File: src/rtl/pb_pkg.sv
// pb_pkg: shared widths, event entry type and round-robin pick helper for the push-button arbiter
package pb_pkg;
  localparam int PB_IDX_W = 4;
  function automatic int pb_idx_w(input int n);
    return (n > 1) ? $clog2(n) : 1;
  endfunction
  typedef struct packed {
`ifdef PB_PRESS_EVT_EN
    logic press;
`endif
    logic [PB_IDX_W-1:0] id;
  } pb_evt_t;
  function automatic logic [5:0] rr_pick(input logic [31:0] req, input logic [4:0] ptr, input int n);
    logic [5:0] r;
    int j;
    r = '0;
    for (int i = 31; i >= 0; i--) begin
      j = int'(ptr) + i;
      if (j >= n) j -= n;
      if (i < n && req[j[4:0]]) r = {1'b1, j[4:0]};
    end
    return r;
  endfunction
endpackage

File: src/rtl/pb_event_arbiter_if.sv
// pb_event_arbiter_if: valid/ready event stream from the arbiter (master) to the consumer (slave)
interface pb_event_arbiter_if
  import pb_pkg::*;
#(
  parameter int NUM_PB = 4
);
  logic                        evt_vld;
  logic                        evt_rdy;
  logic [pb_idx_w(NUM_PB)-1:0] evt_id;
`ifdef PB_PRESS_EVT_EN
  logic                        evt_press;
  modport master(output evt_vld, evt_id, evt_press, input evt_rdy);
  modport slave(input evt_vld, evt_id, evt_press, output evt_rdy);
`else
  modport master(output evt_vld, evt_id, input evt_rdy);
  modport slave(input evt_vld, evt_id, output evt_rdy);
`endif
endinterface

File: src/rtl/pb_debounce.sv
// pb_debounce: 2-flop synchronizer and counter debounce for one button; upd_o pulses on the edge the level flips
module pb_debounce #(
  parameter int DB_CYCLES = 16
) (
  input  logic clk,
  input  logic rst,
  input  logic pb_i,
  output logic level_o,
  output logic upd_o
);
  localparam int CW = $clog2(DB_CYCLES);
  logic          ff1_q, ff2_q, lvl_q, mis;
  logic [CW-1:0] cnt_q;
  assign mis     = ff2_q ^ lvl_q;
  assign upd_o   = mis & (cnt_q == CW'(DB_CYCLES - 1));
  assign level_o = lvl_q;
  // synchronize, count consecutive mismatch cycles, adopt the new level once it has held long enough
  always_ff @(posedge clk) begin
    if (rst) begin
      ff1_q <= 1'b1;
      ff2_q <= 1'b1;
      lvl_q <= 1'b1;
      cnt_q <= '0;
    end else begin
      ff1_q <= pb_i;
      ff2_q <= ff1_q;
      lvl_q <= upd_o ? ff2_q : lvl_q;
      cnt_q <= (mis & !upd_o) ? cnt_q + CW'(1) : '0;
    end
  end
endmodule

File: src/rtl/pb_event_arbiter.sv
// pb_event_arbiter: debounced button edges round-robin arbitrated into an event FIFO; PB_PRESS_EVT_EN adds press events
module pb_event_arbiter
  import pb_pkg::*;
#(
  parameter int NUM_PB     = 4,
  parameter int DB_CYCLES  = 16,
  parameter int FIFO_DEPTH = 4
) (
  input  logic              clk,
  input  logic              rst,
  input  logic [NUM_PB-1:0] PB_i,
  output logic [NUM_PB-1:0] pb_level_o,
  output logic              overflow_o,
  pb_event_arbiter_if.master evt
);
`ifdef PB_PRESS_EVT_EN
  localparam int NR = 2 * NUM_PB;
`else
  localparam int NR = NUM_PB;
`endif
  localparam int AW = $clog2(FIFO_DEPTH);
  localparam int IW = pb_idx_w(NUM_PB);
  logic [NUM_PB-1:0] upd;
  logic [NR-1:0]     set_w, grant, pend_q, pend_d;
  logic [5:0]        pick;
  logic [4:0]        rr_q, rr_d;
  logic [AW-1:0]     wr_q, rd_q;
  logic [AW:0]       cnt_q;
  logic              pop, push, ovf_q;
  pb_evt_t           mem_q [FIFO_DEPTH];
  pb_evt_t           push_evt, head;
  for (genvar i = 0; i < NUM_PB; i++) begin : g_pb
    pb_debounce #(.DB_CYCLES(DB_CYCLES)) u_db (
      .clk    (clk),
      .rst    (rst),
      .pb_i   (PB_i[i]),
      .level_o(pb_level_o[i]),
      .upd_o  (upd[i])
    );
`ifdef PB_PRESS_EVT_EN
    assign set_w[2*i]   = upd[i] & pb_level_o[i];
    assign set_w[2*i+1] = upd[i] & ~pb_level_o[i];
`else
    assign set_w[i] = upd[i] & ~pb_level_o[i];
`endif
  end
  assign pick   = rr_pick(32'(pend_q), rr_q, NR);
  assign pop    = evt.evt_vld & evt.evt_rdy;
  assign push   = pick[5] & ((cnt_q != (AW+1)'(FIFO_DEPTH)) | pop);
  assign grant  = push ? NR'(1) << pick[4:0] : '0;
  assign pend_d = (pend_q & ~grant) | set_w;
  assign rr_d   = push ? ((pick[4:0] == 5'(NR - 1)) ? 5'd0 : pick[4:0] + 5'd1) : rr_q;
  assign head   = mem_q[rd_q];
  assign evt.evt_vld = cnt_q != '0;
  assign evt.evt_id  = evt.evt_vld ? head.id[IW-1:0] : '0;
`ifdef PB_PRESS_EVT_EN
  assign evt.evt_press = evt.evt_vld & head.press;
`endif
  assign overflow_o = ovf_q;
  // build the FIFO entry for the granted requester (press/release pairs interleave per button)
  always_comb begin
    push_evt = '0;
`ifdef PB_PRESS_EVT_EN
    push_evt.id    = pick[4:1];
    push_evt.press = ~pick[0];
`else
    push_evt.id    = pick[3:0];
`endif
  end
  // pending vector, round-robin pointer, sticky overflow and event FIFO
  always_ff @(posedge clk) begin
    if (rst) begin
      pend_q <= '0;
      rr_q   <= '0;
      wr_q   <= '0;
      rd_q   <= '0;
      cnt_q  <= '0;
      ovf_q  <= 1'b0;
    end else begin
      pend_q <= pend_d;
      rr_q   <= rr_d;
      ovf_q  <= ovf_q | (|(set_w & pend_q & ~grant));
      wr_q   <= wr_q + AW'(push);
      rd_q   <= rd_q + AW'(pop);
      cnt_q  <= cnt_q + (AW+1)'(push) - (AW+1)'(pop);
      if (push) mem_q[wr_q] <= push_evt;
    end
  end
endmodule

File: src/flat_wrapper.sv
// flat-port wrapper written by rule: the top's interface ports become plain ports
module pb_event_arbiter_flat import pb_pkg::*;
#(
  parameter int NUM_PB     = 4,
  parameter int DB_CYCLES  = 16,
  parameter int FIFO_DEPTH = 4
)
  (clk, rst, PB_i, pb_level_o, overflow_o, evt_evt_vld, evt_evt_id, evt_evt_rdy);
  pb_event_arbiter_if #(.NUM_PB(NUM_PB)) evt_i ();
  input  logic clk;
  input  logic rst;
  input  logic [NUM_PB-1:0] PB_i;
  output logic [NUM_PB-1:0] pb_level_o;
  output logic overflow_o;
  output wire logic [$bits(evt_i.evt_vld)-1:0] evt_evt_vld;
  output wire logic [$bits(evt_i.evt_id)-1:0] evt_evt_id;
  input wire logic [$bits(evt_i.evt_rdy)-1:0] evt_evt_rdy;
  assign evt_evt_vld = evt_i.evt_vld;
  assign evt_evt_id = evt_i.evt_id;
  assign evt_i.evt_rdy = evt_evt_rdy;
  pb_event_arbiter #(.NUM_PB(NUM_PB), .DB_CYCLES(DB_CYCLES), .FIFO_DEPTH(FIFO_DEPTH)) u_core (.clk(clk), .rst(rst), .PB_i(PB_i), .pb_level_o(pb_level_o), .overflow_o(overflow_o), .evt(evt_i));
endmodule
File: config.mk
export PLATFORM = sky130hd
export DESIGN_NAME = pb_event_arbiter_flat
export DESIGN_NICKNAME = d
export VERILOG_FILES = /design/src/rtl/pb_pkg.sv /design/src/rtl/pb_event_arbiter_if.sv /design/src/rtl/pb_debounce.sv /design/src/rtl/pb_event_arbiter.sv /design/src/flat_wrapper.sv
export SDC_FILE = /design/constraint.sdc
export NUM_CORES = 1
export LEC_CHECK = 0
export BUFFER_PORTS_ARGS = -buffer_cell sky130_fd_sc_hd__clkbuf_2
export CELL_PAD_IN_SITES_DETAIL_PLACEMENT = 0
export CELL_PAD_IN_SITES_GLOBAL_PLACEMENT = 2
export CORE_MARGIN = 2
export CORE_UTILIZATION = 36
export DETAILED_ROUTE_END_ITERATION = 6
export GPL_TIMING_DRIVEN = 0
export PLACE_DENSITY_LB_ADDON = 0.1
export SYNTH_ARGS = -nofsm -noshare
export SYNTH_HDL_FRONTEND = slang
export SYNTH_HIERARCHICAL = 1
export SYNTH_SLANG_ARGS = --single-unit
File: constraint.sdc
create_clock -name clk -period 3.35 [get_ports clk]
set_input_delay 0.1675 -clock clk [delete_from_list [all_inputs] [get_ports clk]]
set_output_delay 0.1675 -clock clk [all_outputs]
set_load 0.02 [all_outputs]
# [Word level (Yosys, flattened, before mapping)]
# Memory sizes are Yosys's and may differ from the RTL's. A register that Yosys moved wholly into a read port is not among the register bits.
# Cells that the tools add are included.
[op_classes] n_addsub=16 order_cmp=8 n_eq_ne=6 shifts=1 n_mux=23 n_bitwise=33 reduce_logical=10
[op_table] cell="5-bit 2-to-1 mux" count=5
[op_table] cell="5-bit by 6-bit less-than comparator with 1-bit output (second input constant)" count=4
[op_table] cell="6-bit 2-to-1 mux" count=4
[op_table] cell="1-bit binary-select mux with 5-bit select" count=4
[op_table] cell="6-bit by 3-bit greater-or-equal comparator with 1-bit output (second input constant)" count=3
[op_table] cell="4-bit by 1-bit adder with 4-bit output (second input constant)" count=4
[op_table] cell="4-bit == test (second input constant)" count=4
[op_table] cell="5-bit by 4-bit subtractor with 5-bit output (second input constant)" count=3
[op_table] cell="1-bit bitwise AND" count=14
[op_table] cell="5-bit by 2-bit adder with 6-bit output (second input constant)" count=2
[op_table] cell="4-bit bitwise AND" count=3
[op_table] cell="1-bit NOT" count=8
[op_table] cell="2-bit OR reduction" count=4
[op_table] cell="1-bit 2-to-1 mux" count=7
[op_table] cell="5-bit by 1-bit adder with 6-bit output (second input constant)" count=1
[op_table] cell="5-bit by 1-bit adder with 5-bit output (second input constant)" count=1
[op_table] cell="5-bit by 2-bit == test with 1-bit output (second input constant)" count=1
[op_table] cell="5-bit by 3-bit greater-or-equal comparator with 1-bit output (second input constant)" count=1
[op_table] cell="1-bit by 5-bit left shift with 4-bit output (first input constant)" count=1
[op_table] cell="5-bit by 3-bit subtractor with 5-bit output (second input constant)" count=1
[op_table] cell="2-bit by 1-bit adder with 2-bit output" count=2
[op_table] cell="1-bit logical NOT" count=4
[op_table] cell="2-bit 2-to-1 mux" count=2
[op_table] cell="4-bit 2-to-1 mux" count=1
[op_table] cell="9 further kinds" count=13
[totals] regBits=45 ramBits=16 input_bits=7 out_inout_bits=8 word_cells=120 memories=1
[memory_table] name="u_core.mem_q" depth=4 width=4 rd=1 rd_ports_with_merged_regs=1 wr=1 line_no="pb_event_arbiter.sv:30" text="pb_evt_t mem_q [FIFO_DEPTH];"

# [Logic depth before layout (Yosys ltp)]
# Gate-level depths: netlist (run 1).
[logic_depth] word_depth=15 ltp_mapped=19 ltp_nobuf=17

# [Modules after synthesis]
# The synthesis (run 1) kept the hierarchy.
[modules_own_cells] mod="pb_event_arbiter" instances=1 cells_each=212 area_each_um2=2035.7 seq_area_each_um2=580.6
[modules_own_cells] mod="pb_debounce" instances=4 cells_each=24 area_each_um2=276.5 seq_area_each_um2=140.1

# [Least setup slack after synthesis (run 1)]
# OpenSTA, ideal clock, no wires.
[synth_timing] path_kind="reg-to-reg" start="register u_core.rr_q[1]" end="register u_core.cnt_q[1]" setup_ns=0.129 arrival_ns=3.518 required_ns=3.221 setup_slack_ns=-0.297 stages_incl_launch_ff=16 path_cell_list="dfxtp_1 inv_1 ha_1 a21o_1 xnor2_1 ha_1 or4b_1 nand3_1 o211ai_2 and4b_1 nand2b_1 buf_4 o21ai_0 ha_1 fa_1 nor2b_1"
[synth_between] elab_chain_len=12
[synth_lines] element="start, declared" line_no="pb_event_arbiter.sv:26" text="logic [4:0] rr_q, rr_d;"
[synth_lines] element="start signal, assigned" line_no="pb_event_arbiter.sv:81" text="rr_q <= rr_d;"
[synth_lines] element="5-bit by 2-bit adder with 6-bit output" line_no="pb_pkg.sv:18" text="j = int'(ptr) + i;"
[synth_lines] element="5-bit by 4-bit subtractor with 5-bit output or 6-bit by 3-bit greater-or-equal comparator with 1-bit output (tied branches)" line_no="pb_pkg.sv:19" text="if (j >= n) j -= n;"
[synth_lines] element="5-bit 2-to-1 mux" line_no="pb_pkg.sv:19"
[synth_lines] element="1-bit binary-select mux with 5-bit select" line_no="pb_pkg.sv:20" text="if (i < n && req[j[4:0]]) r = {1'b1, j[4:0]};"
[synth_lines] element="1-bit 2-to-1 mux (implied by the code)" line_no="pb_pkg.sv:20"
[synth_lines] element="6-bit 2-to-1 mux (3 in a row)" line_no="pb_pkg.sv:20"
[synth_lines] element="6-bit 2-to-1 mux (*)" line_no="pb_pkg.sv:20"
[synth_lines] element="1-bit bitwise AND (*)" line_no="pb_event_arbiter.sv:49" text="assign push = pick[5] & ((cnt_q != (AW+1)'(FIFO_DEPTH)) | pop);"
[synth_lines] element="3-bit by 1-bit adder with 3-bit output (*)" line_no="pb_event_arbiter.sv:85" text="cnt_q <= cnt_q + (AW+1)'(push) - (AW+1)'(pop);"
[synth_lines] element="3-bit by 1-bit subtractor with 3-bit output (*)" line_no="pb_event_arbiter.sv:85"
[synth_lines] element="end signal, assigned" line_no="pb_event_arbiter.sv:85"
[synth_lines] element="end, declared" line_no="pb_event_arbiter.sv:28" text="logic [AW:0] cnt_q;"
# Mark *: on every way between the ends. The rest lies on a longest branch, timed or not. The select of a mux whose other input is x is not followed.
# A chain may end at the register's enable or synchronous reset.

# [Final worst setup path (run 1)]
[layout_timing] start="register u_core.rr_q[1]" end="register u_core.cnt_q[2]"
# The elaborated chain is that of the path after synthesis.

==> results_dict.tcl, run 1 <==
set metrics [dict create \
    status "finished with violations" \
    violations "setup timing" \
    grt_use_met2_pct 23.6 \
    finClkSkew_ns 0.00920 \
    initial_utilization_pct 36.6 \
    core_area_mm2 0.00859 \
    grt_usage_pct 13.7 \
    clk_latency_ns 0.30 \
    die_w_um 97.4 \
    ir_drop_mv 0.179 \
    hold_path.class "in2reg" \
    synth_compound_area_share_pct 11.7 \
    viasPerCell 5.04 \
    yosysWarningCount 6 \
    cap_violations 0 \
    synth_xor_area_share_pct 9.12 \
    synth_area_per_cell_um2 10.2 \
    clock_path_buffers 2 \
    synthAdderAreaFrac_pct 9.40 \
    synthFlopType "dfxtp_1" \
    drive_above_1_share_pct 35.7 \
    rsz0062_at_grt "yes" \
    relSlewSlack_pct 52.3 \
    mostFrequentLayoutCells "dfxtp_1, buf_4, nor2_1" \
    gr-max-usage-layer "met2" \
    p_total_mw 1.30 \
    path_class "reg2reg" \
    synth_top_family_by_area "simple AND/OR/NAND/NOR gates" \
    vias 2308 \
    hold_violations 0 \
    max_freq_mhz 293 \
    dp_hpwl_um 4470 \
    async_flop_share_pct 0 \
    wl_per_cell_um 13.7 \
    startpoint_type "register" \
    drc_errors 0 \
    synthSimpleGateAreaFrac_pct 24.1 \
    drt_wl_total_um 6250 \
    cts_tree "yes" \
    maxSlewViolCount 0 \
    gr-total-overflow 0 \
    ys_ff_latch 53 \
    ant_nets 0 \
    cts.sinks 53 \
    syn_inst 308 \
    rows 34 \
    dr.pass1.iters 4 \
    cts_htree_levels 2 \
    syn2layout_area_growth_pct 21.3 \
    worstMarginPinSlew_ns 0.716 \
    grt_max_degree 31 \
    syn_area_mm2 0.00314 \
    die_area_mm2 0.00949 \
    cp.required_ns 3.52 \
    arrival_ns 3.59 \
    drt_iter0_markers 58 \
    critPathCaptureType "register" \
    cp_max_fo 6 \
    setup_ws_ns -0.0655 \
    synth_fp_nets 338 \
    met3_usage_pct 2.52 \
    fin_crit_sh_pct 102 \
    grt_pass1_wl_um 10800 \
    final_common_cell "dfxtp_1" \
    place_congestion 0.755 \
    die_h_um 97.4 \
    nFillCells 868 \
    synth_edf_count 8 \
    synth_mux_area_share_pct 5.38 \
    cts_buffers 5 \
    grt_use_met1_pct 17.9 \
    num_antenna_cells 0 \
    leakage_nw 1.43 \
    clk_pin_slew_ns 0.09 \
    grt_pass1_vias 2263 \
    setup_viol 2 \
    ys_seq_area_share_pct 36.3 \
    whs_ns 0.0435 \
    synth.distinct_cells 65 \
    antenna_found_initial 0 \
    numPortBuffers 14 \
    root_buffer "clkbuf_8" \
    powerDensity_mw_per_mm2 342 \
    period_needed_ns 3.42 \
    io_pins 15 \
    nets 379 \
]
Yosys cell counts, types with 2 or more instances:
cell      count  area, µm²
a21oi_1      14       70.1
o21ai_0       8       40.0
nand3b_1      3       22.5
xnor2_1      15        131
nand2b_1      6       37.5
xnor2_2       4       65.1
nor4b_2       5       75.1
o211ai_1      3       22.5
inv_1        12       45.0
dfxtp_1      45        901
o21a_1        2       15.0
a211oi_1      2       15.0
or2_2         9       56.3
o21ai_1       3       15.0
nor2b_1      11       68.8
and3_1        5       31.3
nor4_2        8        100
a21o_1        2       15.0
edfxtp_1      8        240
nor4_1        2       12.5
a31oi_1       2       12.5
nor3_1        8       40.0
nor2_1       21       78.8
buf_4         4       30.0
nand2_1      23       86.3
mux4_2        5        113
mux2i_1       3       30.0
a22o_1        2       17.5
ha_1         22        275
o211ai_2      2       25.0
xor2_1        5       43.8
buf_6         2       22.5
nand3_1      10       50.1
worst paths after layout:
path	cells past startpoint	slack [ns]	endpoint	start
setup / recovery	18	-0.07	u_core/cnt_q[2]$_SDFF_PP0_	u_core/rr_q[1]$_SDFFE_PP0P_
hold / removal	2	0.04	u_core/g_pb[2].u_db/ff1_q$_SDFF_PP1_	PB_i[2]
setup reg to reg	18	-0.07	u_core/cnt_q[2]$_SDFF_PP0_	u_core/rr_q[1]$_SDFFE_PP0P_
hold reg to reg	1	0.42	u_core/g_pb[1].u_db/ff2_q$_SDFF_PP1_	u_core/g_pb[1].u_db/ff1_q$_SDFF_PP1_
stage by stage:
step / area (µm²) / cells / util, % / setup slack (ns) / TNS (ns)
2_1_floorplan: 3250 / 308 / - / -0.0558 / -0.0651
3_3_place_gp: 3450 / 430 / 40.2 / -0.495 / -3.02
3_5_place_dp: 3450 / 430 / 40.2 / -0.576 / -4.14
4_1_cts: 3740 / 454 / 43.5 / -0.0959 / -0.130
5_1_grt: 3810 / 458 / 44.4 / -0.271 / -0.550
6_report: 3810 / 458 / 44.4 / -0.0655 / -0.0767
flip-flops by register name, indices dropped and copies added (netlist names):
| register | cells |
|---|---|
| u_core/wr_q | 2 |
| u_core/rd_q | 2 |
| u_core/g_pb.u_db/cnt_q | 16 |
| u_core/overflow_o | 1 |
| u_core/g_pb.u_db/level_o | 4 |
| u_core/pend_q | 4 |
| u_core/g_pb.u_db/ff2_q | 4 |
| u_core/mem_q | 8 |
| u_core/cnt_q | 3 |
| u_core/g_pb.u_db/ff1_q | 4 |
| u_core/rr_q | 5 |
layout make-up:
type,count,area (µm²),area share [%]
flip-flops and latches,53,1150,30.2
repair buffers,35,231,6.07
inverters,15,70.1,1.84
clock inverters,1,6.26,0.164
multi-input cells,231,2080,54.5
plain buffers,8,61.3,1.61
clock buffers,7,76.3,2.00
well taps,108,135,3.54
cells by family (layout without fill, tap and decap cells):
| logic type | Yosys count | after routing |
|---|---|---|
| simple gates | 122 | 122 |
| flops | 53 | 53 |
| compound gates | 51 | 51 |
| xor+xnor | 26 | 26 |
| buf+inv | 24 | 66 |
| fa+ha+maj | 23 | 23 |
| mux | 9 | 9 |
metal layers:
layer / wire (µm) / up-vias
met4: 46 / 0
li1: - / 1186
met2: 3100 / 18
met3: 127 / 5
met5: 0 / -
met1: 2980 / 1099
where the power goes:
| part | internal [mW] | leakage [nW] | total, mW | switching (mW) |
|---|---|---|---|---|
| Clock | 0.149 | 0.0428 | 0.355 | 0.206 |
| Sequential | 0.670 | 0.442 | 0.702 | 0.0320 |
| Combinational | 0.121 | 0.941 | 0.247 | 0.126 |
worst max-delay path, stage by stage (launching register included):
cell and delay (ns):
dfxtp_4 0.39, ha_4 0.17, nor2b_1 0.14, or2_4 0.25, inv_1 0.06, ha_2 0.19, xnor3_1 0.23, a22oi_2 0.18
o32ai_2 0.09, buf_4 0.16, nand2_4 0.08, and4b_2 0.27, nand2b_4 0.14, o21ai_2 0.05, ha_2 0.19, fa_2 0.35
xnor2_2 0.14, xnor2_1 0.15, nor2_1 0.05
what timing repair did:
action | in CTS | in global routing
buffers inserted | 17 | 5
pin swaps | 13 | 10
setup endpoints to repair | 19 | 18
hold buffers | 0 | 0
gates resized for setup | 21 | 9
Note: power is estimated with default switching activity, not from simulation.
==> run 2: changes to the inputs <==
REMOVE_ABC_BUFFERS = 1   (was not set)
==> results_dict.tcl, run 2 (synthesis results as in run 1) <==
set metrics [dict create \
    status "finished with violations" \
    violations "setup timing" \
    ant_nets 0 \
    die_area_mm2 0.00949 \
    place_congestion 0.727 \
    dr.pass1.iters 6 \
    nFillCells 862 \
    cts_tree "yes" \
    clk_latency_ns 0.31 \
    grt_pass1_wl_um 10400 \
    worstMarginPinSlew_ns 1.11 \
    powerDensity_mw_per_mm2 370 \
    core_area_mm2 0.00859 \
    whs_ns 0.0282 \
    startpoint_type "register" \
    dp_hpwl_um 4100 \
    viasPerCell 4.98 \
    p_switching_mw 0.386 \
    syn2layout_area_growth_pct 21.4 \
    drt_iter0_markers 52 \
    p_int_mw 1.02 \
    setup_viol 5 \
    grt_pass1_vias 2203 \
    max_freq_mhz 291 \
    finClkSkew_ns 0.00660 \
    final_common_cell "dfxtp_1" \
    antenna_found_initial 0 \
    regMostFlops "u_core/g_pb.u_db/cnt_q" \
    maxSlewViolCount 0 \
    die_w_um 97.4 \
    grt_usage_pct 13.3 \
    hold_path.class "in2reg" \
    cap_violations 0 \
    wl_per_cell_um 13.5 \
    clock_path_buffers 2 \
    fin_crit_sh_pct 103 \
    hold_violations 0 \
    mostFrequentLayoutCells "dfxtp_1, buf_4, nand2_1, nor2_1, clkbuf_2" \
    drt_wl_total_um 6120 \
    cts_htree_levels 2 \
    root_buffer "clkbuf_8" \
    seqPwrFrac_pct 49.8 \
    power.switching_fraction_pct 27.3 \
    vias 2261 \
    cp_max_fo 5 \
    io_pins 15 \
    clk_pin_slew_ns 0.10 \
    leakage_nw 1.45 \
    relSlewSlack_pct 26.1 \
    power.share.clock_pct 31.5 \
    gr-total-overflow 0 \
    numPortBuffers 14 \
    arrival_ns 3.59 \
    final_cells 454 \
    reg.largest.list "u_core/g_pb.u_db/cnt_q (16), u_core/mem_q (8), u_core/rr_q (5)" \
    die_h_um 97.4 \
    fin_setup_tns_ns -0.274 \
    initial_utilization_pct 36.6 \
    drc_errors 0 \
    p_total_mw 1.41 \
    drive_above_1_share_pct 36.4 \
    path_class "reg2reg" \
    rsz0062_at_grt "yes" \
    period_needed_ns 3.43 \
    nets 375 \
    critPathCaptureType "register" \
    setup_ws_ns -0.0843 \
    num_antenna_cells 0 \
    cts.sinks 53 \
    grt_max_degree 49 \
    cts_buffers 5 \
    dp.cells 421 \
    combPwrFrac_pct 18.7 \
    ir_drop_mv 0.168 \
    cp.required_ns 3.51 \
    largest_reg_flops 16 \
    rows 34 \
    holdBufCountCts 0 \
]
-- run 2: changes by cell type in the layout (fill, tap and decap cells not counted), sizes merged --
cell | before | now
clkinvlp | 1 | 0
clkbuf | 22 | 21
inv | 14 | 15
buf | 28 | 25
-- run 2: layout make-up --
type / count / area, µm² / share of cell area, %
clock buffer: 7 / 108 / 2.82
clock inverter: 1 / 11.3 / 0.295
multi-input combinational: 231 / 2070 / 54.4
timing repair buffer: 39 / 269 / 7.05
sequential: 53 / 1150 / 30.2
inverter: 15 / 63.8 / 1.67
tap: 108 / 135 / 3.54
-- run 2: final timing paths --
check | to | slack, ns | from | cells after the start
setup / recovery | u_core/cnt_q[1]$_SDFF_PP0_ | -0.08 | u_core/rr_q[1]$_SDFFE_PP0P_ | 14
hold / removal | u_core/g_pb[1].u_db/ff1_q$_SDFF_PP1_ | 0.03 | PB_i[1] | 2
setup reg to reg | u_core/cnt_q[1]$_SDFF_PP0_ | -0.08 | u_core/rr_q[1]$_SDFFE_PP0P_ | 14
hold reg to reg | u_core/g_pb[2].u_db/ff2_q$_SDFF_PP1_ | 0.42 | u_core/g_pb[2].u_db/ff1_q$_SDFF_PP1_ | 1
-- run 2: per-layer routing --
| layer | part of all wire (%) | track usage (%) | up-vias |
|---|---|---|---|
| li1 | - | - | 1187 |
| met1 | 48 | 17.3 | 1049 |
| met2 | 49 | 22.6 | 23 |
| met3 | 2.2 | 3.24 | 2 |
| met4 | 0.43 | 2.56 | 0 |
| met5 | 0 | 0 | - |
-- run 2: critical path, cell delays in order, from the launching register on --
cell      delay [ns]
dfxtp_4         0.39
buf_6           0.12
ha_4            0.18
a21o_1          0.20
xnor2_2         0.22
ha_4            0.25
or4b_4          0.48
nand3_2         0.09
o211ai_2        0.10
and4b_1         0.23
nand2b_4        0.15
o21ai_2         0.14
ha_2            0.20
fa_2            0.42
nor2b_1         0.13
-- run 2: per-stage QoR --
stage / utilization [%] / worst slack (ns) / area, µm²
3_3_place_gp: 38.2 / -1.22 / 3280
3_5_place_dp: 38.2 / -1.23 / 3280
5_1_grt: 44.4 / -0.227 / 3810
6_report: 44.4 / -0.0843 / 3810
4_1_cts: 43.2 / -0.151 / 3710
2_1_floorplan: - / -0.609 / 3080
-- run 2: power by group through the flow --
stage | sequential, mW | clock, mW | combinational (mW)
detailed placement | 0.718 | 0 | 0.223
finish | 0.702 | 0.444 | 0.263
global route | 0.709 | 0.486 | 0.295
global placement | 0.717 | 0 | 0.219
floorplan | 0.711 | 0 | 0.170
CTS | 0.703 | 0.465 | 0.268
-- run 2: what timing repair did --
| action | 4_1_cts | 5_1_grt |
|---|---|---|
| pin swaps | 20 | 16 |
| buffers inserted | 21 | 5 |
| gates resized for setup | 39 | 17 |
| setup endpoints to repair | 31 | 19 |
==> run 3: changes to the inputs <==
SLEW_MARGIN = 20   (was not set)
SYNTH_HIERARCHICAL = not set   (was 1)
==> results_dict.tcl, run 3 <==
set metrics [dict create \
    reg2reg_slack_ns 0.08 \
    synthFlopType "dfxtp_1" \
    worstMarginPinSlew_ns 0.715 \
    holdCritStartpoint "PB_i[0]" \
    ys_ff_latch 53 \
    holdBufCountCts 0 \
    clock_path_buffers 2 \
    critPathCaptureType "register" \
    syn_area_mm2 0.00298 \
    rsz0062_at_grt "yes" \
    yosysMostFrequentCell "dfxtp_1" \
    ant_nets 0 \
    num_antenna_cells 0 \
    synth.top_cells.by_count "dfxtp_1, nor2_1, ha_1, inv_1, xnor2_1" \
    final_core_util_pct 44.3 \
    path_cells "ha_4, nand2_4, xnor2_4, ha_4, xor2_4, and4_4, nor3_4, o32a_1, a211oi_2, a21oi_4, buf_6, ha_1, or3_1, a21oi_1" \
    rows 33 \
    relSlewSlack_pct 52.3 \
    place_congestion 0.685 \
    min_to "u_core.g_pb[0].u_db.ff1_q$_SDFF_PP1_" \
    die_area_mm2 0.00901 \
    drt_wl_total_um 5980 \
    crit_top_cell "ha_4" \
    arrival_ns 3.49 \
    numPortBuffers 14 \
    gr-total-overflow 0 \
    hold_depth 2 \
    drive_above_1_share_pct 32.6 \
    cts.sinks 53 \
    startpoint_type "register" \
    powerDensity_mw_per_mm2 351 \
    yosysTopAreaCell "dfxtp_1" \
    clk_pin_slew_ns 0.10 \
    r2r-start "u_core.rr_q[1]$_SDFFE_PP0N_" \
    synth_edf_count 8 \
    reg.largest.list "u_core.g_pb.u_db.cnt_q (16), u_core.mem_q (8), u_core.rr_q (5)" \
    maxSlewViolCount 0 \
    ys_seq_area_share_pct 38.3 \
    viasPerCell 4.88 \
    dp_hpwl_um 3950 \
    die_w_um 94.9 \
    leakage_nw 1.42 \
    regMostFlops "u_core.g_pb.u_db.cnt_q" \
    cap_violations 0 \
    syn2layout_area_growth_pct 21.0 \
    period_needed_ns 3.27 \
    nets 353 \
    synth_area_per_cell_um2 10.2 \
    antenna_found_initial 0 \
    drt_iter0_markers 73 \
    io_pins 15 \
    fin_setup_tns_ns 0 \
    yosysWarningCount 0 \
    async_flop_share_pct 0 \
    synth_top_area_share_pct 30.3 \
    dr.pass1.iters 4 \
    syn_inst 292 \
    mostFrequentLayoutCells "dfxtp_1, nor2_1, buf_4" \
    cts_htree_levels 2 \
    die_h_um 94.9 \
    synth_area_leaders "dfxtp_1, ha_1, edfxtp_1" \
    hold_violations 0 \
    core_area_mm2 0.00813 \
    clk_latency_ns 0.30 \
    wl_per_cell_um 14.0 \
    vias 2083 \
    max_freq_mhz 306 \
    hold_path.class "in2reg" \
    final_common_cell "dfxtp_1" \
    grt_usage_pct 14.1 \
    grt_pass1_wl_um 9810 \
    r2r_cells 14 \
    cp.required_ns 3.57 \
    p_total_mw 1.26 \
    initial_utilization_pct 36.6 \
    finClkSkew_ns 0.00490 \
    max_stage_delay_ns 0.43 \
    setup_viol 0 \
    fin_crit_sh_pct 97.5 \
    grt_pass1_vias 2002 \
    cp_max_fo 6 \
    status "completed" \
    grt_max_degree 37 \
    nFillCells 799 \
    cts_buffers 5 \
    ir_drop_mv 0.191 \
    cp_slowest_cell "dfxtp_4" \
    reg2reg_to "u_core.rr_q[0]$_SDFFE_PP0N_" \
    drc_errors 0 \
    path_class "reg2reg" \
    root_buffer "clkbuf_8" \
    synth.distinct_cells 63 \
    largest_reg_flops 16 \
    cts_tree "yes" \
]
==> run 3: changes by cell type in the layout (fill, tap and decap cells not counted), moves of 6 or more <==
cell,before,now
nor4_2,8,0
nor2_1,20,29
xnor2_2,7,1
o21ai_1,7,0
==> run 3: what timing repair did <==
action,in CTS,in global routing
endpoints found under the hold margin,0,0
resized for setup,21,32
setup buffers,11,10
endpoints found under the setup margin,31,10
pin swaps,5,18
==> run 3: report_power, final <==
part           total, mW  leakage, nW  switching [mW]  internal [mW]
Combinational      0.197        0.922           0.104         0.0932
Clock              0.369       0.0456           0.219          0.150
Sequential         0.697        0.450          0.0284          0.669
==> run 3: metal layers <==
metal	share of wire (%)	up-vias	GRT usage (%)	routed length [µm]
li1	-	1073	-	-
met1	49	988	18.4	2910
met2	48	18	23.6	2870
met3	2.4	4	2.95	142
met4	1.0	0	3.74	61
met5	0	-	0	0
==> run 3: metrics by stage <==
step	setup WS (ns)	area [µm²]	cells	hold slack (ns)
2_1_floorplan	-0.374	2890	280	0.234
3_3_place_gp	-1.05	3100	399	0.352
3_5_place_dp	-1.06	3100	399	0.353
4_1_cts	-0.105	3380	418	0.0277
5_1_grt	-0.0747	3600	427	0.0312
6_report	0.0845	3600	427	0.0351
==> run 3: how the worst max path moves through the flow <==
stage / startpoint / slack (ns) / to
floorplan: u_core.rr_q[2]$_SDFFE_PP0N_ / -0.37 / u_core.cnt_q[2]$_SDFF_PP0_
global placement: u_core.rr_q[2]$_SDFFE_PP0N_ / -1.05 / u_core.cnt_q[2]$_SDFF_PP0_
detailed placement: u_core.rr_q[2]$_SDFFE_PP0N_ / -1.06 / u_core.cnt_q[2]$_SDFF_PP0_
CTS: u_core.rr_q[1]$_SDFFE_PP0N_ / -0.11 / u_core.cnt_q[2]$_SDFF_PP0_
global route: u_core.rr_q[1]$_SDFFE_PP0N_ / -0.07 / u_core.rr_q[0]$_SDFFE_PP0N_
finish: u_core.rr_q[1]$_SDFFE_PP0N_ / 0.08 / u_core.rr_q[0]$_SDFFE_PP0N_
==> run 3: cells by family after synthesis <==
kind of cell / Yosys count / synth area share [%]
AOI/OAI and AO/OA: 33 / 9.46
xor gates and xnor gates: 27 / 9.08
adders and majority gates: 25 / 10.8
buffers and inverters: 30 / 5.04
DFF: 53 / 38.3
muxes: 10 / 6.31
and+or+nand+nor: 114 / 21.0
==> run 3: worst max-delay path: cells and delay by family (launching register included) <==
| kind | cells | cell delay (ns) |
|---|---|---|
| adder cells (fa/ha/maj) | 3 | 0.57 |
| XOR/XNOR | 2 | 0.41 |
| AND/OR/NAND/NOR | 4 | 0.76 |
| flip-flops | 1 | 0.43 |
| buffers and inverters | 1 | 0.14 |
| AO/OA/AOI/OAI | 4 | 0.89 |
==> run 3: area by class of cell <==
type                            instances  area [µm²]  share of cell area [%]
Timing Repair Buffer                   34         224                    6.22
Tap cell                              105         131                    3.65
Clock buffer                            6        72.6                    2.02
Multi-Input combinational cell        209        1930                    53.7
Sequential cell                        53        1150                    32.0
Inverter                               18        71.3                    1.98
Clock inverter                          2        13.8                   0.382
